$ cat config.mk
export PLATFORM = sky130hd
export DESIGN_NAME = fwd_hazard_ctrl
export DESIGN_NICKNAME = d
export VERILOG_FILES = /design/src/rtl/fwd_hazard_ctrl.sv
export SDC_FILE = /design/constraint.sdc
export NUM_CORES = 1
export LEC_CHECK = 0
export ABC_AREA = 1
export BUFFER_PORTS_ARGS = -buffer_cell sky130_fd_sc_hd__buf_2
export CORE_UTILIZATION = 40
export DETAILED_ROUTE_END_ITERATION = 12
export PLACE_DENSITY = 0.75
export SYNTH_ARGS = -nofsm -noshare
export SYNTH_HDL_FRONTEND = slang
export SYNTH_SLANG_ARGS = --single-unit
$ cat constraint.sdc
create_clock -name clk -period 4 [get_ports clk]
set_clock_uncertainty 0.15 [all_clocks]
set_input_delay 0.8 -clock clk [delete_from_list [all_inputs] [get_ports clk]]
set_output_delay 0.8 -clock clk [all_outputs]
set_load 0.005 [all_outputs]
$ cat src/rtl/fwd_hazard_ctrl.sv
// -----------------------------------------------------------------------------
// fwd_hazard_ctrl
//
// Forwarding and hazard controller for an RV32IM 5-stage pipeline with
// NUM_SRC source operands per instruction.
//
//  * Chooses the bypass source for each EX operand (EX/MEM beats MEM/WB).
//  * Detects load-use hazards between the load in EX and the consumer in ID.
//  * Tracks one in-flight multi-cycle M-extension op (DIV/DIVU/REM/REMU)
//    with a small scoreboard FSM (IDLE -> BUSY -> WB). The result is
//    written back through a dedicated regfile port, signalled by long_wb.
//  * Stalls ID on RAW/WAW hazards against the pending long-op destination
//    and on a second long op while the divider is occupied.
//
// Parameters
//   REG_AW   register address width
//   NUM_SRC  source operands per instruction
//   LONG_LAT long-op latency, issue cycle to writeback pulse (must be >= 2)
//
// Ports
//   clk, rst_n        clock, asynchronous active-low reset
//   id_ex_rs/_used    EX operand addresses (packed, REG_AW each) / read flags
//   if_id_rs/_used    ID operand addresses (same packing) / read flags
//   if_id_rd, if_id_reg_write, if_id_long   ID destination / writes rd / is long op
//   id_ex_rd, id_ex_mem_read                EX destination / EX is a load
//   ex_mem_rd, ex_mem_reg_write             MEM-stage destination / writes rd
//   mem_wb_rd, mem_wb_reg_write             WB-stage destination / writes rd
//   long_start, long_rd                     long op issues in EX / its destination
//   fwd_sel          per operand [2i+:2]: 00 regfile, 01 MEM/WB, 10 EX/MEM
//   stall_if_id      hold PC and IF/ID
//   flush_id_ex      insert bubble into ID/EX
//   long_busy        long-op FSM not idle
//   long_wb          one-cycle writeback pulse for the long op
//   long_wb_rd       destination for long_wb
//   long_overlap_err sticky: long_start seen while a long op was in flight
// -----------------------------------------------------------------------------
module fwd_hazard_ctrl #(
    parameter int REG_AW   = 5,
    parameter int NUM_SRC  = 2,
    parameter int LONG_LAT = 32
) (
    input  logic                      clk,
    input  logic                      rst_n,
    input  logic [NUM_SRC*REG_AW-1:0] id_ex_rs,
    input  logic [NUM_SRC-1:0]        id_ex_rs_used,
    input  logic [NUM_SRC*REG_AW-1:0] if_id_rs,
    input  logic [NUM_SRC-1:0]        if_id_rs_used,
    input  logic [REG_AW-1:0]         if_id_rd,
    input  logic                      if_id_reg_write,
    input  logic                      if_id_long,
    input  logic [REG_AW-1:0]         id_ex_rd,
    input  logic                      id_ex_mem_read,
    input  logic [REG_AW-1:0]         ex_mem_rd,
    input  logic                      ex_mem_reg_write,
    input  logic [REG_AW-1:0]         mem_wb_rd,
    input  logic                      mem_wb_reg_write,
    input  logic                      long_start,
    input  logic [REG_AW-1:0]         long_rd,
    output logic [2*NUM_SRC-1:0]      fwd_sel,
    output logic                      stall_if_id,
    output logic                      flush_id_ex,
    output logic                      long_busy,
    output logic                      long_wb,
    output logic [REG_AW-1:0]         long_wb_rd,
    output logic                      long_overlap_err
);

    localparam int CNT_W = $clog2(LONG_LAT);

    localparam logic [1:0] SEL_RF  = 2'b00;
    localparam logic [1:0] SEL_WB  = 2'b01;
    localparam logic [1:0] SEL_MEM = 2'b10;

    typedef enum logic [1:0] {
        S_IDLE = 2'd0,
        S_BUSY = 2'd1,
        S_WB   = 2'd2
    } long_state_e;

    long_state_e        state_q, state_d;
    logic [CNT_W-1:0]   cnt_q, cnt_d;
    logic [REG_AW-1:0]  pend_rd_q, pend_rd_d;
    logic               err_q, err_d;

    logic               issue_now;
    logic               lu, sb, st;

    // -------------------------------------------------------------------------
    // Bypass selection
    // -------------------------------------------------------------------------
    // NOTE: every output of a combinational block gets a default at the top so
    // no path can leave it unassigned and infer a latch.
    always_comb begin
        fwd_sel = '0;
        for (int i = 0; i < NUM_SRC; i++) begin
            logic [REG_AW-1:0] rs;
            rs = id_ex_rs[i*REG_AW +: REG_AW];
            if (ex_mem_reg_write && ex_mem_rd != '0 && ex_mem_rd == rs && id_ex_rs_used[i])
                fwd_sel[2*i +: 2] = SEL_MEM;
            else if (mem_wb_reg_write && mem_wb_rd != '0 && mem_wb_rd == rs && id_ex_rs_used[i])
                fwd_sel[2*i +: 2] = SEL_WB;
            else
                fwd_sel[2*i +: 2] = SEL_RF;
        end
    end

    // -------------------------------------------------------------------------
    // Long-op scoreboard FSM
    // -------------------------------------------------------------------------
    // NOTE: state registers use non-blocking assignments so every flop samples
    // the values from before the edge, independent of statement order.
    always_ff @(posedge clk or negedge rst_n) begin
        if (!rst_n) begin
            state_q   <= S_IDLE;
            cnt_q     <= '0;
            pend_rd_q <= '0;
            err_q     <= 1'b0;
        end else begin
            state_q   <= state_d;
            cnt_q     <= cnt_d;
            pend_rd_q <= pend_rd_d;
            err_q     <= err_d;
        end
    end

    // A long op that issues while the divider is occupied is dropped; the
    // in-flight op keeps its destination and count, and the error flag sticks.
    always_comb begin
        state_d    = state_q;
        cnt_d      = cnt_q;
        pend_rd_d  = pend_rd_q;
        err_d      = err_q;
        long_wb    = 1'b0;
        long_wb_rd = '0;

        if (long_start && state_q != S_IDLE)
            err_d = 1'b1;

        unique case (state_q)
            S_IDLE: begin
                if (long_start) begin
                    pend_rd_d = long_rd;
                    // BUSY runs LONG_LAT-1 cycles (cnt down to 0 inclusive),
                    // then WB, so the pulse lands LONG_LAT cycles after issue.
                    cnt_d     = CNT_W'(LONG_LAT - 2);
                    state_d   = S_BUSY;
                end
            end
            S_BUSY: begin
                if (cnt_q == '0)
                    state_d = S_WB;
                else
                    cnt_d = cnt_q - CNT_W'(1);
            end
            S_WB: begin
                long_wb    = 1'b1;
                long_wb_rd = pend_rd_q;
                state_d    = S_IDLE;
            end
            default: begin
                state_d = S_IDLE;
            end
        endcase
    end

    assign long_busy        = (state_q != S_IDLE);
    assign long_overlap_err = err_q;

    // An op issuing this cycle is not yet visible in the FSM, so it is
    // treated as occupying the divider with destination long_rd.
    assign issue_now = long_start && (state_q == S_IDLE);

    // -------------------------------------------------------------------------
    // Hazard detection
    // -------------------------------------------------------------------------
    always_comb begin
        logic [REG_AW-1:0] rs;
        logic              raw_pend, raw_issue;

        lu        = 1'b0;
        raw_pend  = 1'b0;
        raw_issue = 1'b0;
        rs        = '0;

        for (int i = 0; i < NUM_SRC; i++) begin
            rs = if_id_rs[i*REG_AW +: REG_AW];
            if (if_id_rs_used[i]) begin
                if (rs == id_ex_rd)  lu        = 1'b1;
                if (rs == pend_rd_q) raw_pend  = 1'b1;
                if (rs == long_rd)   raw_issue = 1'b1;
            end
        end
        lu = lu && id_ex_mem_read && (id_ex_rd != '0);

        // sb stays up through WB: the regfile write happens at the end of
        // that cycle, so the consumer may only leave ID on the next one.
        sb = (long_busy && pend_rd_q != '0 &&
              (raw_pend || (if_id_reg_write && if_id_rd == pend_rd_q)))
          || (issue_now && long_rd != '0 &&
              (raw_issue || (if_id_reg_write && if_id_rd == long_rd)));

        st = if_id_long && (long_busy || issue_now);
    end

    assign stall_if_id = lu | sb | st;
    assign flush_id_ex = lu | sb | st;

endmodule

# Word-level counts from Yosys, hierarchy flattened
# Cells that the tools add are included.
# word_totals
register_bits,13
out_inout_bits,14
word_cells,85
# op_classes
addsub,1
eq_ne,17
n_mux,24
n_bitwise,2
n_reduce_logical,37
# op_table
operator,n
5-bit equality test,12
5-bit nonzero test,5
1-bit logical AND,21
1-bit 2-to-1 mux,15
5-bit 2-to-1 mux,3
5-bit case mux with 2 select lines,1
2-bit 2-to-1 mux,4
2-bit inequality test (second input constant),3
5-bit logical NOT,1
5-bit by 1-bit subtractor with 5-bit output (second input constant),1
1-bit logical OR,4
2-bit case mux with 2 select lines,1
2-bit AND reduction,2
2-bit nonzero test,2
3-bit AND reduction,1
2-bit by 1-bit equality test with 1-bit output (second input constant),1
2-bit equality test (second input constant),1
2-bit logical NOT,1
1-bit OR,2

# Depth between registers and ports, before layout
# Gate-level depths: netlist (run 1).
# depth
depth_word,10
mapped_depth,9
ltp_nobuf,8

# Least setup slack after synthesis (run 1)
# OpenSTA, ideal clock, no wires.
# synth_timing
path_kind,input port to output port
start,in id_ex_rd[3]
end,out stall_if_id
t_arrival_ps,1503
required_ps,3050
setup_slack_ps,1547
stages,7
cell_sequence,inv_1 -> nand4_1 -> o21ai_0 -> inv_1 -> a21oi_1 -> nand3_1 -> buf_4
# synth_between
elab_chain_cells,9
elab_cells_between_ends,11
classes_between,eq/ne (2); mux (4); bitwise (2); reduce/logical (3)
# synth_rtl
element,line,rtl
"start, declared",51,"input logic [REG_AW-1:0] id_ex_rd,"
5-bit equality test,188,if (rs == id_ex_rd) lu = 1'b1;
1-bit 2-to-1 mux,188,
1-bit 2-to-1 mux,187,if (if_id_rs_used[i]) begin
1-bit 2-to-1 mux,188,
1-bit 2-to-1 mux,187,
1-bit logical AND,193,lu = lu && id_ex_mem_read && (id_ex_rd != '0);
1-bit logical AND (*),193,
1-bit OR (*) (2 in series),n/a,
"end, declared",60,"output logic stall_if_id,"
# Every way passes the cells marked *; elsewhere a longest branch is shown, timed or not.

# Worst setup path after layout (run 1)
# layout_timing
start,in long_rd[0]
end,out stall_if_id
# layout_between
elab_chain_cells,10
elab_cells_between_ends,15
classes_between,eq/ne (3); mux (4); bitwise (2); reduce/logical (6)
# layout_rtl
element,line,rtl
"start, declared",58,"input logic [REG_AW-1:0] long_rd,"
5-bit equality test,190,if (rs == long_rd) raw_issue = 1'b1;
1-bit 2-to-1 mux,190,
1-bit 2-to-1 mux,187,
1-bit 2-to-1 mux,190,
1-bit 2-to-1 mux,187,
1-bit logical OR,200,(raw_issue || (if_id_reg_write && if_id_rd == long_rd)));
1-bit logical AND (*),199,|| (issue_now && long_rd != '0 &&
1-bit logical OR (*),199,
1-bit OR (*) (2 in series),205,assign stall_if_id = lu | sb | st;
# Marked as above.

==> run metrics, run 1 <==
status finished, final reports clean; clk slew on worst S/H paths 50 ps; final worst-path cycle share 68.3%; Initial Utilization 41.9%; Post-CTS Setup Inserts 0; WP data required 3050 ps; drt first pass iters 4; Iter 0 DRT Violations 56; register area 325 um2; RR Endpoint cnt_q[2]$_DFFE_PN0P_; Critical Path End Type output port; Seq/Total Area, Yosys 19.4%; r2r setup slk 2530 ps; minimum clock period 2730 ps; first-pass GRT wire length 7590 um; HP Class in2async; critical path arrival 1780 ps; CTS H-tree depth 1; Die X 66.7 um; core region area 4000 um2; num ports 71; share of cells above drive strength 1 23.4%; fmax 366 MHz; DRT antenna net count 0; CTS tree yes; number of port buffers 70; Root Driver clkbuf_8; grt met3 use 6.51%; Setup-failing EPs final 0; pwr dens 363 nW/um2; CTS resizes 0; DRT Wirelength 4780 um; GRT busiest layer met2; Mapped Nets 372; Place WS 1280 ps; Final Hold Fails 0; commonest non-fill, non-tap cell in the layout nand2_1; met1 usage 27.0%; vias in the first global route 1833; Nets 445; crit path launch long_rd[0]; mapped cell area 1680 um2; # clock sinks 13; GRT Overall Usage 22.2%; total CTS buffers 3; Synthesis Warnings 0; Worst Slack Setup Final 1270 ps; filler cell count 435; clock buffer depth 2; worst r2r src state_q[0]$_DFFE_PN0P_; Distinct cells, synth 27; Die Y 66.7 um; Setup TNS 0 ps; GPL Wtd Cong 0.920; crit-path max FO 6; maxcap violations 0; CTS Hold Bufs 0; synthesis-to-finish area growth 26.4%; multi-input logic area 1140 um2; die area 4450 um2; CP Launch Type input pin; Worst R2R Path Depth 6; kind of critical path in2out; largest net degree at the start of global routing 15; VDD IR max 0.381 mV; max_slew headroom 80.4%; HPWL after DPL 4100 um; global-route track usage on met2 38.1%; Max Slew Vio Count 0; Skew-Pair Late Insertion Delay 240 ps; DRC violations left 0; RSZ-0062 raised after global routing no; FP Rows 23; Setup crit end stall_if_id; Congestion Overflow GR 0; DR vias/cell 4.84; total number of vias 2104; initial antenna violation count 0; Post-Syn Area per Cell 5.36 um2; Seq cells post-synth 13; Lkg Pwr 1.27 nW; Cells after Synth 313; ant diodes 0; DR WL/cell 11.0 um; most frequent cells in the layout nand2_1 (114), buf_2 (70), nor2_1 (47), inv_1 (43), o21ai_0 (18); Worst-Margin Slew 294 ps
-- worst max-delay path, stage by stage --
cell	delay, ps
buf_2	120
inv_1	170
nor2_1	60
nor2_1	140
nand3_1	90
nand3_1	80
nand2_1	60
nand3_1	120
buf_2	130
-- worst min path at each step --
| stage | to | startpoint |
|---|---|---|
| 3_5_place_dp | long_overlap_err$_DFFE_PN0P_ | long_overlap_err$_DFFE_PN0P_ |
| 2_1_floorplan | long_overlap_err$_DFFE_PN0P_ | long_overlap_err$_DFFE_PN0P_ |
| 4_1_cts | cnt_q[2]$_DFFE_PN0P_ | rst_n |
| 6_report | cnt_q[3]$_DFFE_PN0P_ | rst_n |
| 5_1_grt | pend_rd_q[1]$_DFFE_PN0P_ | rst_n |
| 3_3_place_gp | long_overlap_err$_DFFE_PN0P_ | long_overlap_err$_DFFE_PN0P_ |
-- cells in the mapped netlist --
cell | instances | area (um2)
ha_1 | 2 | 25.0
o21ai_1 | 8 | 40.0
dfrtp_1 | 13 | 325
nor3_1 | 5 | 25.0
o2111ai_1 | 2 | 17.5
nand4_1 | 4 | 25.0
nand2_4 | 1 | 11.3
a31oi_1 | 1 | 6.26
buf_4 | 2 | 15.0
xnor2_1 | 7 | 61.3
nor2_1 | 47 | 176
nand3_2 | 1 | 10.0
nand3_1 | 17 | 85.1
nand2_2 | 2 | 12.5
inv_1 | 43 | 161
a21o_1 | 1 | 7.51
nor3_2 | 1 | 10.0
nor2_2 | 3 | 18.8
o211ai_1 | 1 | 7.51
nand2_1 | 114 | 428
o22ai_1 | 1 | 6.26
a21oi_1 | 6 | 30.0
xor2_1 | 3 | 26.3
o21ai_0 | 18 | 90.1
inv_2 | 8 | 30.0
nand3_4 | 1 | 17.5
o21a_1 | 1 | 7.51
-- state kept, by name, indices dropped and copies added (netlist names) --
signal / cells
long_overlap_err: 1
state_q: 2
pend_rd_q: 5
cnt_q: 5
-- routing by layer --
layer	up-vias	part of all wire, %
met5	-	0
met4	0	0.69
met3	5	9.5
met2	81	46
met1	903	43
li1	1115	-
-- power breakdown --
part	total [mW]	switching [mW]	leakage (nW)	internal [mW]
logic	0.410	0.254	1.09	0.156
clock network	0.116	0.0452	0.0228	0.0703
registers	0.245	0.0588	0.151	0.186
-- metrics by stage --
| step | total power [mW] | utilization (%) | hold slack (ps) | std cells | area (um2) |
|---|---|---|---|---|---|
| after global placement | 0.646 | 51.9 | 288 | 431 | 2070 |
| after detailed placement | 0.657 | 51.9 | 294 | 431 | 2070 |
| after CTS | 0.777 | 53.0 | 293 | 435 | 2120 |
| after global routing | 0.861 | 53.0 | 306 | 435 | 2120 |
| after floorplan | 0.529 | - | 301 | 313 | 1680 |
| final | 0.770 | 53.0 | 285 | 435 | 2120 |
-- final cells by class --
| class | instances | area share [%] |
|---|---|---|
| well taps | 50 | 2.95 |
| multi-input cells | 247 | 54.0 |
| clock buffers | 4 | 2.13 |
| flip-flops and latches | 13 | 15.3 |
| inverters | 51 | 9.03 |
| repair buffers | 70 | 16.5 |
-- cells by family after synthesis --
| family | Yosys count | share of synthesized area [%] |
|---|---|---|
| compound gates | 39 | 12.7 |
| xor+xnor | 10 | 5.22 |
| fa+ha+maj | 2 | 1.49 |
| buf+inv | 53 | 12.3 |
| flops | 13 | 19.4 |
| simple gates | 196 | 48.9 |
(Power assumes the default switching activity.)
==> run 2: changes to the inputs <==
Clock period 4 ns to 2.7 ns, I/O delays scaled along.
==> run 2 against run 1 <==
  * Power rose by 48%
  * Hold slack got worse by 260 ps
  * First-iteration DRC count rose by 16%
  * Sequential cell count did not move
  * Combinational power rose by 47%
  * Setup slack got worse by 830 ps
  * Critical path depth fell by 3
  * Final area did not move
  * Non-clock buffer count did not move
  * Largest power group unchanged
==> run metrics, run 2 (synthesis gave the netlist of run 1 again) <==
HP Class in2async (unchanged); CTS Hold Bufs 0 (unchanged); synthesis-to-finish area growth 26.4% (unchanged); CTS H-tree depth 1 (unchanged); worst r2r src state_q[0]$_DFFE_PN0P_ (unchanged); most frequent cells in the layout nand2_1 (114), buf_2 (70), nor2_1 (47), inv_1 (43), o21ai_0 (18) (unchanged); hold slack final 21.2 ps (was 285 ps); max_slew headroom 80.6% (was 80.4%); top flop regs cnt_q x5, pend_rd_q x5, state_q x2 (unchanged); Initial Utilization 41.9% (unchanged); Nets 445 (unchanged); power after layout 1.14 mW (was 0.770 mW); Worst Slack Setup Final 441 ps (was 1270 ps); crit-path max FO 14 (was 6); DRT antenna net count 0 (unchanged); GPL Wtd Cong 0.919 (was 0.920); Max Slew Vio Count 0 (unchanged); VDD IR max 0.560 mV (was 0.381 mV); initial antenna violation count 0 (unchanged); Lkg Pwr 1.27 nW (unchanged); Post-CTS Setup Inserts 0 (unchanged); Die X 66.7 um (unchanged); num ports 71 (unchanged); CTS resizes 0 (unchanged); CTS tree yes (unchanged); Root Driver clkbuf_8 (unchanged); DR vias/cell 4.81 (was 4.84); fmax 443 MHz; first-pass GRT wire length 7730 um (was 7590 um); switching share of total power 46.4% (about the same); crit-path cells nor2_2 -> nand2_2 -> a31oi_1 -> nand2_1 -> nand3_1 -> buf_2 (was buf_2 -> inv_1 -> nor2_1 -> nor2_1 -> nand3_1 -> nand3_1 -> nand2_1 -> nand3_1 -> buf_2); Worst-Margin Slew 292 ps (was 294 ps); Setup TNS 0 ps (unchanged); total CTS buffers 3 (unchanged); pwr dens 538 nW/um2 (was 363 nW/um2); Iter 0 DRT Violations 65 (was 56); Congestion Overflow GR 0 (unchanged); ant diodes 0 (unchanged); r2r setup slk 1230 ps (was 2530 ps); Final Hold Fails 0 (unchanged); Reg power frac 31.9% (was 31.8%); commonest non-fill, non-tap cell in the layout nand2_1 (unchanged); Critical Path End Type output port (unchanged); total number of vias 2091 (was 2104); vias in the first global route 1831 (was 1833); Worst R2R Path Depth 6 (unchanged); crit path launch state_q[0]$_DFFE_PN0P_ (was long_rd[0]); Worst path slowest cell dfrtp_1 (was inv_1); number of port buffers 70 (unchanged); DRC violations left 0 (unchanged); Comb power frac 52.8% (was 53.2%); Skew-Pair Late Insertion Delay 240 ps (about the same); RR Endpoint cnt_q[2]$_DFFE_PN0P_ (unchanged); Setup-failing EPs final 0 (unchanged); final worst-path cycle share 83.7%; die area 4450 um2 (unchanged); Die Y 66.7 um (unchanged); HPWL after DPL 4060 um (was 4100 um); GRT Overall Usage 22.6% (was 22.2%); clock buffer depth 2 (unchanged); critical path arrival 1570 ps (was 1780 ps); share of cells above drive strength 1 23.4% (unchanged); WP data required 2010 ps (was 3050 ps); DRT Wirelength 4780 um (about the same); DR WL/cell 11.0 um (about the same); # clock sinks 13 (unchanged); CP Launch Type register (was input pin); largest net degree at the start of global routing 15 (unchanged); Power Internal 0.611 mW (was 0.413 mW); maxcap violations 0 (unchanged); clk slew on worst S/H paths 60 ps (was 50 ps); core region area 4000 um2 (unchanged); kind of critical path reg2out (was in2out); status finished, final reports clean (unchanged); RSZ-0062 raised after global routing no (unchanged); Clk pwr share 15.3% (was 15.0%); minimum clock period 2260 ps; drt first pass iters 4 (unchanged); CP max stage delay 440 ps (was 170 ps); Place WS 489 ps (was 1280 ps); Sw Pwr 0.530 mW (was 0.358 mW); FP Rows 23 (unchanged)
[run 2: cell counts in the layout (fill, tap and decap cells not counted)]
Identical to the previous run, type by type.
[run 2: worst max-delay path: cells and delay by family (launching register included)]
kind	cells	cell delay, ps
DFF	1	440
buffers and inverters	1	130
and+or+nand+nor	4	560
AOI/OAI and AO/OA	1	200
[run 2: layer usage]
layer,global-route usage (%),share of wire [%],up-vias
met5,0,0,-
met4,6.12,1.2,0
met3,5.31,9.1,7
met2,38.1,45,86
met1,28.6,45,886
li1,-,-,1112
[run 2: worst max path at each step]
stage	slack [ps]	end	cells after the start
2_1_floorplan	770	stall_if_id	7
3_3_place_gp	500	stall_if_id	8
3_5_place_dp	490	stall_if_id	8
4_1_cts	420	stall_if_id	6
5_1_grt	300	stall_if_id	6
6_report	440	stall_if_id	6
[run 2: power groups by stage]
stage	registers (mW)	logic, mW	clock network (mW)
floorplan	0.345	0.438	0
global placement	0.364	0.592	0
detailed placement	0.367	0.601	0
CTS	0.364	0.604	0.179
global route	0.377	0.707	0.187
finish	0.364	0.602	0.174
[run 2: cell type report]
cell class,instances,area [um2]
fill,427,1880
multi-input combinational,247,1140
timing repair buffer,70,350
sequential,13,325
inverter,51,191
tap,50,62.6
clock buffer,4,45.0
[run 2: stage by stage]
step | area [um2] | instances | util [%]
2_1_floorplan | 1680 | 313 | -
3_3_place_gp | 2070 | 431 | 51.9
3_5_place_dp | 2070 | 431 | 51.9
4_1_cts | 2120 | 435 | 53.0
5_1_grt | 2120 | 435 | 53.0
6_report | 2120 | 435 | 53.0
